<file path="config.mk">
export PLATFORM = sky130hd
export DESIGN_NAME = mem_stage
export DESIGN_NICKNAME = d
export VERILOG_FILES = /design/src/rtl/mem_stage.sv
export SDC_FILE = /design/constraint.sdc
export NUM_CORES = 1
export LEC_CHECK = 0
export ABC_AREA = 1
export CAP_MARGIN = 20
export CORE_AREA = 3 3 156 158
export DETAILED_ROUTE_END_ITERATION = 16
export DIE_AREA = 0 0 159 161
export PLACE_DENSITY_LB_ADDON = 0.08
export SYNTH_ARGS = -nofsm -noshare
export SYNTH_HDL_FRONTEND = slang
export SYNTH_SLANG_ARGS = --single-unit
</file>
<file path="constraint.sdc">
create_clock -name CLK -period 5.1 [get_ports CLK]
set_clock_uncertainty 0.1 [all_clocks]
set_input_delay 1.53 -clock CLK [delete_from_list [all_inputs] [get_ports CLK]]
set_output_delay 1.53 -clock CLK [all_outputs]
set_load 0.03 [all_outputs]
</file>
<file path="src/rtl/mem_stage.sv">
// mem_stage: EX/MEM consumer driving data memory, stalling on dhit, resolving redirects, filling MEM/WB (optional MEM_PERF_CNT_EN adds perf counters)
module mem_stage (
    input  logic        CLK,
    input  logic        nRST,
    input  logic [31:0] ex_cpc,
    input  logic        ex_regWrite,
    input  logic        ex_memtoReg,
    input  logic        ex_halt,
    input  logic        ex_branch,
    input  logic        ex_zflag,
    input  logic        ex_dren,
    input  logic        ex_dwen,
    input  logic [1:0]  ex_jump,
    input  logic [31:0] ex_aluout,
    input  logic [31:0] ex_writeData,
    input  logic [31:0] ex_imm,
    input  logic [4:0]  ex_wsel,
    input  logic [25:0] ex_jaddr,
    input  logic        dhit,
    input  logic [31:0] dmemload,
    output logic        dmemREN,
    output logic        dmemWEN,
    output logic [31:0] dmemaddr,
    output logic [31:0] dmemstore,
    output logic        mem_stall,
    output logic        redirect,
    output logic [31:0] pc_target,
    output logic        wb_regWrite,
    output logic        wb_memtoReg,
    output logic        wb_halt,
    output logic [31:0] wb_aluout,
    output logic [31:0] wb_rdata,
    output logic [31:0] wb_cpc,
    output logic [4:0]  wb_wsel
`ifdef MEM_PERF_CNT_EN
    ,
    output logic [31:0] perf_stall_cyc,
    output logic [31:0] perf_mem_ops
`endif
);
    typedef enum logic [1:0] {IDLE, WAIT, HALTED} state_t;
    state_t state, state_n;
    logic   req, advance;

    assign dmemaddr  = ex_aluout;
    assign dmemstore = ex_writeData;

    // Request/stall/redirect decode and next-state; everything quiet in reset and after halt
    always_comb begin
        req       = (ex_dren | ex_dwen) & ~ex_halt & (state != HALTED) & nRST;
        mem_stall = req & ~dhit;
        advance   = nRST & (state != HALTED) & ~mem_stall;
        dmemREN   = req & ex_dren & ~ex_dwen;
        dmemWEN   = req & ex_dwen;
        redirect  = advance & ((ex_jump == 2'b01) | (ex_jump == 2'b10) | (ex_branch & ex_zflag));
        pc_target = (ex_jump == 2'b01) ? {ex_cpc[31:28], ex_jaddr, 2'b00} :
                    (ex_jump == 2'b10) ? ex_aluout : ex_cpc + (ex_imm << 2);
        state_n   = (state == HALTED) ? HALTED :
                    (state == WAIT)   ? (dhit ? IDLE : WAIT) :
                    mem_stall         ? WAIT :
                    (ex_halt & advance) ? HALTED : IDLE;
    end

    // State register
    always_ff @(posedge CLK) begin
        if (!nRST) state <= IDLE;
        else       state <= state_n;
    end

    // MEM/WB register: latch on advance, bubble on stall, frozen once halted
    always_ff @(posedge CLK) begin
        if (!nRST) begin
            wb_regWrite <= 1'b0;
            wb_memtoReg <= 1'b0;
            wb_halt     <= 1'b0;
            wb_aluout   <= '0;
            wb_rdata    <= '0;
            wb_cpc      <= '0;
            wb_wsel     <= '0;
        end else if (advance) begin
            wb_regWrite <= ex_regWrite;
            wb_memtoReg <= ex_memtoReg;
            wb_halt     <= ex_halt;
            wb_aluout   <= ex_aluout;
            wb_rdata    <= dmemload;
            wb_cpc      <= ex_cpc;
            wb_wsel     <= ex_wsel;
        end else if (state != HALTED) begin
            wb_regWrite <= 1'b0;
            wb_halt     <= 1'b0;
        end
    end

`ifdef MEM_PERF_CNT_EN
    // Saturating stall-cycle and completed-access counters
    always_ff @(posedge CLK) begin
        if (!nRST) begin
            perf_stall_cyc <= '0;
            perf_mem_ops   <= '0;
        end else begin
            perf_stall_cyc <= perf_stall_cyc + {31'b0, mem_stall & ~&perf_stall_cyc};
            perf_mem_ops   <= perf_mem_ops + {31'b0, req & dhit & ~&perf_mem_ops};
        end
    end
`endif
endmodule
</file>
==> summary.txt, run 1 <==
Power
  • Leak Pwr: around 5.5 nW
  • Peak VDD IR: 130 uV
  • PwrDens: 259 nW/um^2
  • Power Total: roughly 0.0031 W

Timing
  • RSZ-0062 raised after global routing: true
  • Final Setup Violations: 0
  • Fmax: about 200 MHz
  • Slew HR: approximately 55%
  • Final Max Slew Viols: 0
  • Worst Max-Slew Pin Slew: between 0.6 and 0.7 ns
  • Final Cycle Share: 98.8%
  • Fin. Hold Viols: 0
  • Min Tclk post-route: about 5 ns

Min path
  • WHS Endpoint: wb_aluout[17]
  • Hold Crit Depth: 2
  • Min-delay src: wb_aluout[17]
  • Hold crit path type: reg -> reg

Worst setup path
  • Arrival time at the worst endpoint: 3.41 ns
  • CP endpoint kind: output port
  • RR Startpoint: state[1]
  • FF-to-FF End: wb_rdata[22]
  • CP Data Required Time: between 3 and 4 ns
  • Flop-to-flop setup slack: approximately 3.2 ns
  • R2r worst-path depth: 9
  • Max FO, Critical Path: 4
  • Setup crit start kind: input pin
  • Crit path kind: in -> out

Final layout
  • NumNets Final: 1,704
  • Fin cells: 1,794
  • Share of layout cells above drive strength 1: 20.8%
  • FILL cells: roughly 2,400
  • Area growth syn-to-layout: 66.1%

Yosys
  • Main flop type after synthesis: dfxtp_1
  • #FFs+latches synth: between 100 and 150
  • Sequential-to-total area share from yosys stat: between 20 and 30%
  • Top cells by area, synth: dfxtp_1, nand2_1, buf_4
  • Post-Syn Instances: approximately 1,100
  • Synth Cell Area: between 7000 and 8000 um^2
  • Number of library cell types mapped by synthesis: 34
  • Synth area leader: dfxtp_1
  • List of most frequent post-synthesis cells: nand2_1, dfxtp_1, inv_1
  • Ys Warns: 0
  • Most frequent cell after synthesis: nand2_1
  • Number of synthesized flops with an enable pin: 0
  • Syn Nets: 1,375
  • Yosys top cell area share: just under 30%
  • FFs w/ async S/R, synth: 0%
  • Synthesized area per cell: roughly 6.4 um^2

GRT
  • Largest net degree at the start of global routing: 71
  • Initial antenna violation count: 1
  • First-pass GRT wire length: between 40 and 50 mm
  • Total track usage: 20.7%
  • Final global-route overflow total: 0
  • Vias in the first global route: around 7,600

Clock tree
  • CTS tree: done
  • CTS Root Cell: clkbuf_16
  • # clock sinks: roughly 110
  • Clk buf depth: 2
  • Hold_buf cts: 0
  • Total CTS buffers: 9
  • Clock latency on the worst-skew pair: approximately 0.35 ns
  • CTS H-tree depth: 3
  • Clk slew on worst S/H paths: 0.08 ns

Detailed routing
  • Initial DRC count: between 300 and 400
  • DRC: 0
  • Drt total wl: roughly 27 mm
  • Vias per cell: roughly 4.4
  • DRT antenna net count: 0
  • Vias: 7,864
  • WL/cell: approximately 15 um
  • Drt first pass iters: 5

Floorplan
  • Die ar.: 25,600 um^2
  • Die W: approximately 160 um
  • Core area: 23,300 um^2
  • Initial core utilization: about 31%
  • Die Y: between 150 and 200 um
  • IO Pins: 407
  • # rows: 56

Place
  • Placed cell count: about 1,800
  • HPWL Detailed: 21.4 mm
  • Port Buf Inserts: 340
  • Final Wtd Congestion: 0.848

Job
  • Max Cap Violations: 0

Outcome
  • Outcome: finished, final reports clean
[worst max path at each step]
stage | endpoint | startpoint | slack (ns)
2_1_floorplan | pc_target[14] | ex_cpc[2] | 0.01
3_5_place_dp | pc_target[22] | ex_cpc[2] | -0.43
3_3_place_gp | pc_target[22] | ex_cpc[2] | -0.40
6_report | pc_target[10] | ex_imm[0] | 0.06
4_1_cts | pc_target[31] | ex_imm[16] | 0.003
5_1_grt | pc_target[10] | ex_imm[0] | -0.02
[power breakdown]
| part | switching [W] | internal [W] | leakage, nW |
|---|---|---|---|
| Sequential | 0.0000405 | 0.000913 | 0.884 |
| Clock | 0.000378 | 0.000345 | 0.141 |
| Combinational | 0.000807 | 0.000643 | 4.51 |
[cells in the final DEF, fill, tap and decap left out, types with 23 or more instances in the layout]
cell,n
nand2_1,429
clkdlybuf4s50_1,259
dfxtp_1,106
buf_4,100
inv_1,98
o21ai_1,67
nor2_1,66
o21ai_2,43
dlygate4sd2_1,30
ha_4,29
nand2_2,28
nand3_1,23
[state kept, by name, indices dropped and copies added, names as in the netlist]
register	count
wb_aluout	32
wb_cpc	32
state	2
wb_halt	1
wb_memtoReg	1
wb_rdata	32
wb_regWrite	1
wb_wsel	5
[layer usage]
layer  global-route usage, %  up-vias  share of wire (%)
li1                        -     4166                  -
met1                    27.6     3465                 47
met2                    34.9      216                 47
met3                    3.72       17                4.5
met4                    5.05        0                1.2
met5                       0        -                  0
[layout make-up]
type	count	area [um^2]	share of cell area, %
Clock buffer	10	229	1.90
Inverter	101	379	3.14
Sequential cell	106	2120	17.6
Clock inverter	6	57.6	0.477
Timing Repair Buffer	428	4160	34.5
Tap cell	319	399	3.31
Multi-Input combinational cell	823	4710	39.1
Antenna cell	1	2.50	0.0207
[cell families after synthesis]
kind of cell	count (synthesis)	share of synthesized area [%]
XOR/XNOR	15	1.81
adder cells (fa/ha/maj)	32	5.62
buffers and inverters	211	15.9
flip-flops	106	29.2
AND/OR/NAND/NOR	604	33.0
AO/OA/AOI/OAI	172	14.4
[worst max-delay path, cell delays in order]
cell,delay (ns)
dlygate4sd2_1,0.25
ha_4,0.17
fa_2,0.37
nand3_2,0.10
nand3_4,0.10
nand2_2,0.07
nand2_2,0.07
buf_4,0.14
xor2_1,0.18
nor2_1,0.09
o21ai_2,0.19
buf_12,0.14
[through the flow]
step	setup slack, ns	utilization [%]	instance area [um^2]	TNS, ns	hold slack (ns)
3_5_place_dp	-0.430	47.3	11000	-6.76	0.351
3_3_place_gp	-0.403	47.3	11000	-6.67	0.348
4_1_cts	0.00283	50.7	11800	0	0.366
2_1_floorplan	0.0107	-	7260	0	0.454
6_report	0.0637	51.9	12100	0	0.361
5_1_grt	-0.0224	51.9	12100	-0.0648	0.377
[repair_timing]
item / 4_1_cts / 5_1_grt
gates cloned: 0 / 0
setup buffers: 1 / 2
resized for setup: 135 / 67
pin swaps: 33 / 27
setup endpoints to repair: 26 / 19
(Power assumes the default switching activity.)
==> inputs of run 2 (changes only) <==
- CTS_CLUSTER_DIAMETER: not set -> 60
==> results of run 2 <==
No change in the layout: final DEF, timing and power equal those of run 1.
